--- config.mk ---
export PLATFORM = sky130hd
export DESIGN_NAME = dmem_access_ctrl
export DESIGN_NICKNAME = d
export VERILOG_FILES = /design/src/rtl/dmem_ctrl_pkg.sv /design/src/rtl/rr_arb2.sv /design/src/rtl/dmem_access_ctrl.sv
export SDC_FILE = /design/constraint.sdc
export NUM_CORES = 1
export LEC_CHECK = 0
export CAP_MARGIN = 10
export CORE_AREA = 8 8 94 96
export CTS_CLUSTER_DIAMETER = 40
export DETAILED_ROUTE_END_ITERATION = 8
export DIE_AREA = 0 0 102 104
export PLACE_DENSITY = 0.73
export SETUP_SLACK_MARGIN = 0.5
export SYNTH_ARGS = -nofsm -noshare
export SYNTH_HDL_FRONTEND = slang
export SYNTH_SLANG_ARGS = --single-unit
--- constraint.sdc ---
create_clock -name CLK -period 1.75 [get_ports CLK]
set_input_delay 0.175 -clock CLK [delete_from_list [all_inputs] [get_ports CLK]]
set_output_delay 0.175 -clock CLK [all_outputs]
set_load 0.05 [all_outputs]
--- src/rtl/dmem_ctrl_pkg.sv ---
// rtl/dmem_ctrl_pkg.sv - shared types and latency constants for the data memory sequencer
package dmem_ctrl_pkg;

  typedef enum logic [2:0] {IDLE, ACC0, ACC1, WAIT, DONE} state_t;
  typedef enum logic {OWN_CORE, OWN_HOST} owner_t;

  // Cycles from the grant edge to the done cycle
  localparam int LAT_WR_SINGLE = 2;
  localparam int LAT_WR_PAIR   = 3;
  localparam int LAT_RD_SINGLE = 3;
  localparam int LAT_RD_PAIR   = 4;

endpackage

--- src/rtl/rr_arb2.sv ---
// rtl/rr_arb2.sv - two-way round-robin arbiter; bit 0 is the core, bit 1 the host
module rr_arb2 (
  input  logic       CLK,
  input  logic       start_n,
  input  logic [1:0] req,
  input  logic       gnt_en,
  output logic [1:0] gnt
);

  logic last_host;

  always_comb begin
    gnt = 2'b00;
    if (gnt_en) begin
      if (req == 2'b11) gnt = last_host ? 2'b01 : 2'b10;
      else              gnt = req;
    end
  end

  // Resetting to "host went last" lets the core win the first tie
  always_ff @(posedge CLK or negedge start_n) begin
    if (!start_n)  last_host <= 1'b1;
    else if (|gnt) last_host <= gnt[1];
  end

endmodule

--- src/rtl/dmem_access_ctrl.sv ---
// rtl/dmem_access_ctrl.sv - sequences core byte/pair and host byte accesses onto the single-port data memory
module dmem_access_ctrl
  import dmem_ctrl_pkg::*;
#(
  parameter int AW = 8,
  parameter int DW = 8
) (
  input  logic          CLK,
  input  logic          start_n,
  input  logic          core_req,
  input  logic          core_we,
  input  logic          core_pair,
  input  logic [AW-1:0] core_addr,
  input  logic [DW-1:0] core_wdata_msw,
  input  logic [DW-1:0] core_wdata_lsw,
  output logic [DW-1:0] core_rdata_msw,
  output logic [DW-1:0] core_rdata_lsw,
  output logic          core_done,
  output logic          core_stall,
  input  logic          host_req,
  input  logic          host_we,
  input  logic [AW-1:0] host_addr,
  input  logic [DW-1:0] host_wdata,
  output logic [DW-1:0] host_rdata,
  output logic          host_done,
  output logic [AW-1:0] mem_addr,
  output logic          mem_we,
  output logic          mem_re,
  output logic [DW-1:0] mem_wdata,
  input  logic [DW-1:0] mem_rdata,
  output logic          busy
);

  state_t        state, state_nxt;
  owner_t        owner;
  logic          we_q, pair_q;
  logic [AW-1:0] addr_q;
  logic [DW-1:0] wmsw_q, wlsw_q;
  logic [DW-1:0] core_rmsw_q, core_rlsw_q, host_rdata_q;
  logic [1:0]    gnt;

  rr_arb2 u_arb (
    .CLK     (CLK),
    .start_n (start_n),
    .req     ({host_req, core_req}),
    .gnt_en  (state == IDLE),
    .gnt     (gnt)
  );

  always_ff @(posedge CLK or negedge start_n) begin
    if (!start_n) state <= IDLE;
    else          state <= state_nxt;
  end

  always_comb begin
    state_nxt = state;
    mem_addr  = '0;
    mem_we    = 1'b0;
    mem_re    = 1'b0;
    mem_wdata = '0;
    case (state)
      IDLE: if (|gnt) state_nxt = ACC0;
      ACC0: begin
        mem_addr = addr_q;
        mem_we   = we_q;
        mem_re   = ~we_q;
        if (we_q) mem_wdata = pair_q ? wmsw_q : wlsw_q;
        if (pair_q)    state_nxt = ACC1;
        else if (we_q) state_nxt = DONE;
        else           state_nxt = WAIT;
      end
      ACC1: begin
        mem_addr = addr_q + 1'b1;
        mem_we   = we_q;
        mem_re   = ~we_q;
        if (we_q) mem_wdata = wlsw_q;
        state_nxt = we_q ? DONE : WAIT;
      end
      WAIT:    state_nxt = DONE;
      DONE:    state_nxt = IDLE;
      default: state_nxt = IDLE;
    endcase
  end

  // Request fields are frozen at the grant; later input changes are ignored
  always_ff @(posedge CLK or negedge start_n) begin
    if (!start_n) begin
      owner  <= OWN_CORE;
      we_q   <= 1'b0;
      pair_q <= 1'b0;
      addr_q <= '0;
      wmsw_q <= '0;
      wlsw_q <= '0;
    end else if (state == IDLE && gnt[0]) begin
      owner  <= OWN_CORE;
      we_q   <= core_we;
      pair_q <= core_pair;
      addr_q <= core_addr;
      wmsw_q <= core_wdata_msw;
      wlsw_q <= core_wdata_lsw;
    end else if (state == IDLE && gnt[1]) begin
      owner  <= OWN_HOST;
      we_q   <= host_we;
      pair_q <= 1'b0;
      addr_q <= host_addr;
      wmsw_q <= '0;
      wlsw_q <= host_wdata;
    end
  end

  // mem_rdata lags mem_re by one cycle, so ACC1 sees the MSW and WAIT the last byte
  always_ff @(posedge CLK or negedge start_n) begin
    if (!start_n) begin
      core_rmsw_q  <= '0;
      core_rlsw_q  <= '0;
      host_rdata_q <= '0;
    end else if (state == ACC1 && !we_q) begin
      core_rmsw_q <= mem_rdata;
    end else if (state == WAIT) begin
      if (owner == OWN_CORE) core_rlsw_q  <= mem_rdata;
      else                   host_rdata_q <= mem_rdata;
    end
  end

  assign core_rdata_msw = core_rmsw_q;
  assign core_rdata_lsw = core_rlsw_q;
  assign host_rdata     = host_rdata_q;
  assign core_done      = (state == DONE) && (owner == OWN_CORE);
  assign host_done      = (state == DONE) && (owner == OWN_HOST);
  assign core_stall     = core_req & ~core_done;
  assign busy           = (state != IDLE);

endmodule

==> parameters.txt, run 1 <==
Parameter                              Value

Run status
  Result of the run    complete, but fails checks
  Violations in the final reports    setup timing

Logic synthesis
  Mapped Cells    between 200 and 300
  Number of storage elements in the synthesis netlist    between 50 and 60
  Unique cell type count in the Yosys netlist    between 40 and 50
  Synth Warn #    0
  Number of synthesized flops with an enable pin    0
  Part of the Yosys area used for sequential elements    between 40 and 50%
  Area of the mapped netlist    0.00279 mm^2
  Net Count, Synth    314
  Dominant synthesized flop cell    dfrtp_1
  Async SR Flop Fraction    100%
  Syn avg cell area    between 10 and 15 um^2

Power
  VDD IR max    around 1.1 mV
  Switching power of the nets    ~5.6 mW
  Int Pwr    6.29 mW
  Power share of the clock group    roughly 7.3%
  Switching power as a share of total power    47.1%
  Seq pwr share    21.4%
  Power per standard cell area    about 2200 mW/mm^2
  Cell leakage power    2.26 nW
  Relative contribution of combinational cells to total power    71.4%

Setup path
  Critical path fanouts, max    4
  Crit start category    register
  Kind of capture point of the worst setup path    primary output
  Data arrival time of the critical path    1.92 ns
  WP data required    1.57 ns
  Type of the worst setup path    register to primary output

GRT
  First-pass GRT wire length    between 15000 and 20000 um
  Number of global-route vias before repair    between 2000 and 3000
  Total routing resource utilization after global routing    a little under a fifth
  Antenna violations before repair    0
  Largest net degree at the start of global routing    24
  Remaining Overflow, GRT    0

Timing
  Slew at the pin closest to its max-slew limit    0.679 ns
  Final max-slew violation count    0
  Largest clock skew in the final design    between 0.01 and 0.015 ns
  Final hold vios    0
  Final clock period utilization by the worst path    120%
  Worst slew margin    54.6%
  Achievable Freq    476 MHz
  Setup repair after global routing missed its margin    yes
  Sum of negative setup slack    -7.67 ns
  Worst setup margin    -0.350 ns
  Final hold slack    between 0.3 and 0.4 ns
  Finish-stage setup viols    a little under 50
  Crit path time final    2.10 ns

Floorplanning
  Die height    around 100 um
  Die Width    102 um
  Die outline area    0.0106 mm^2
  Total I/O pin count    101
  Area of the placeable core    approximately 0.0074 mm^2
  Core Rows    32
  Initial Utilization    37.5%

Clock tree
  Insertion delay to the later sink of the worst-skew pair    0.31 ns
  H-tree depth    2
  Clock tree from TritonCTS    built
  Root buffer cell    clkbuf_8
  Total clock sinks    55
  Bufs on Longest Clock Path    2
  Number of buffers created by CTS    5
  Clock transition at the registers of the reported paths    0.11 ns

Placed design
  Placed cell count    468
  Area after detailed placement    about 0.0046 mm^2
  Gpl congestion    about 0.81
  Port Buffer Count    100
  Post-detail-place hpwl    slightly below 7000 um
  Place WS    -0.0682 ns

Routing
  Average detailed-routed wire length per instance    about 22 um
  Via-to-Cell Ratio    around 5.8
  Total number of vias    ~3000
  DR pass1 iterations    5
  Routed wire length    around 11000 um
  Post-detailed-route count of antenna-violating nets    0
  Initial detailed-routing violation count    between 200 and 250
  Number of remaining DRC errors    0

Hold path
  Path type of the worst min-delay path    input port to asynchronous set/reset pin

Cells and area
  Fin nets    about 470
  Signed area change from the synthesized netlist to the final layout    96.3%
  Count of inserted antenna diode cells    0
  Design Area, Final    ~0.0055 mm^2
  Non-filler instance count after layout    ~500
  Layout cell share with drive strength beyond 1    between 50% and 60%
  Most frequent cells in the layout    dfrtp_1 (54), clkdlybuf4s50_1 (53), buf_12 (34)
  Most frequent standard cell in the layout excluding fill and tap cells    dfrtp_1

Run
  Maxcap violations    0
## cell type report
type                            instances  area, um^2
Tap cell                              102         128
Multi-Input combinational cell        179        1940
Clock inverter                          3        46.3
Inverter                                3        13.8
Clock buffer                            5        68.8
Timing Repair Buffer                  165        1910
Sequential cell                        55        1380
Fill cell                             475        1970
## per-layer routing
metal / global-route usage [%] / share of wire, % / vias up
met3: 3.41 / 5.9 / 40
met4: 6.82 / 4.8 / 0
li1: - / - / 1312
met5: 0 / 0 / -
met2: 32.7 / 52 / 164
met1: 21.4 / 37 / 1455
## worst max-delay path: stages, from the launching register on
cell	delay, ns
dfrtp_1	0.43
or3b_4	0.44
or4_4	0.51
nand3_4	0.11
buf_12	0.13
## what timing repair did
action / CTS / global route
pin swaps: 23 / 43
setup endpoints to repair: 100 / 97
hold buffers: 1 / 0
setup buffers: 19 / 9
gates resized for setup: 141 / 81
gates cloned: 4 / 3
hold endpoints to repair: 21 / 0
## logic make-up after synthesis
group / share of synthesized area, %
AOI/OAI and AO/OA: 22.0
xor gates and xnor gates: 0.314
buffers and inverters: 3.77
muxes: 9.68
and+or+nand+nor: 14.5
adders and majority gates: 0.448
DFF: 49.4
## path summary, 6_finish.rpt
| check | end | startpoint | slack [ns] | cells after the start |
|---|---|---|---|---|
| worst max-delay path | mem_addr[6] | state[1]$_DFFE_PN0P_ | -0.35 | 4 |
| worst min-delay path | core_rdata_lsw[0]$_DFFE_PN0P_ | start_n | 0.35 | 2 |
| worst max register to register | wlsw_q[7]$_DFFE_PN0P_ | state[1]$_DFFE_PN0P_ | -0.15 | 9 |
| worst min register to register | host_rdata[7]$_DFFE_PN0P_ | host_rdata[7]$_DFFE_PN0P_ | 0.51 | 1 |
| max in group asynchronous | u_arb.last_host$_DFFE_PN1P_ | start_n | 0.66 | 3 |
| min in group CLK | wlsw_q[6]$_DFFE_PN0P_ | core_wdata_lsw[6] | 0.47 | 3 |
## cells in the mapped netlist (all sizes together) (2+ instances only)
library cell / instances / area (um^2)
dfrtp: 54 / 1350
inv: 3 / 11.3
nand4: 19 / 119
nand2b: 4 / 25.0
and3: 2 / 12.5
o21ai: 6 / 30.0
or3b: 3 / 26.3
a31oi: 19 / 119
nand2: 7 / 26.3
clkbuf: 11 / 41.3
buf: 11 / 52.6
o31ai: 17 / 128
a21o: 3 / 22.5
nand3b: 2 / 15.0
mux2: 24 / 270
nor3: 4 / 42.5
o21a: 2 / 15.0
nor3b: 3 / 32.5
o211ai: 2 / 15.0
nand3: 4 / 20.0
a22o: 17 / 149
nor2: 4 / 17.5
or4: 2 / 15.0
a21oi: 23 / 119
## power by group through the flow
stage | clock network (mW) | logic, mW | registers, mW
final | 0.866 | 8.49 | 2.54
after global routing | 0.939 | 8.81 | 2.60
after CTS | 0.866 | 7.59 | 2.45
after detailed placement | 0 | 6.68 | 2.46
after global placement | 0 | 6.54 | 2.43
after floorplan | 0 | 3.10 | 3.34
## state kept, by name, indices dropped and copies added (netlist names)
signal	count
wmsw_q	8
pair_q	1
core_rdata_msw	8
owner	1
we_q	1
addr_q	8
core_rdata_lsw	8
state	3
u_arb.last_host	1
wlsw_q	8
host_rdata	8
## per-stage QoR
| stage | utilization (%) | power, mW |
|---|---|---|
| global placement | 61.6 | 8.97 |
| finish | 73.6 | 11.9 |
| floorplan | - | 6.44 |
| detailed placement | 61.6 | 9.14 |
| CTS | 70.0 | 10.9 |
| global route | 73.6 | 12.4 |
Power figures use the tool's default switching activity.
==> inputs of run 2 (changes only) <==
- GPL_ROUTABILITY_DRIVEN: default -> 1
==> results of run 2 <==
The final DEF is identical to that of run 1; final timing and power are the same.
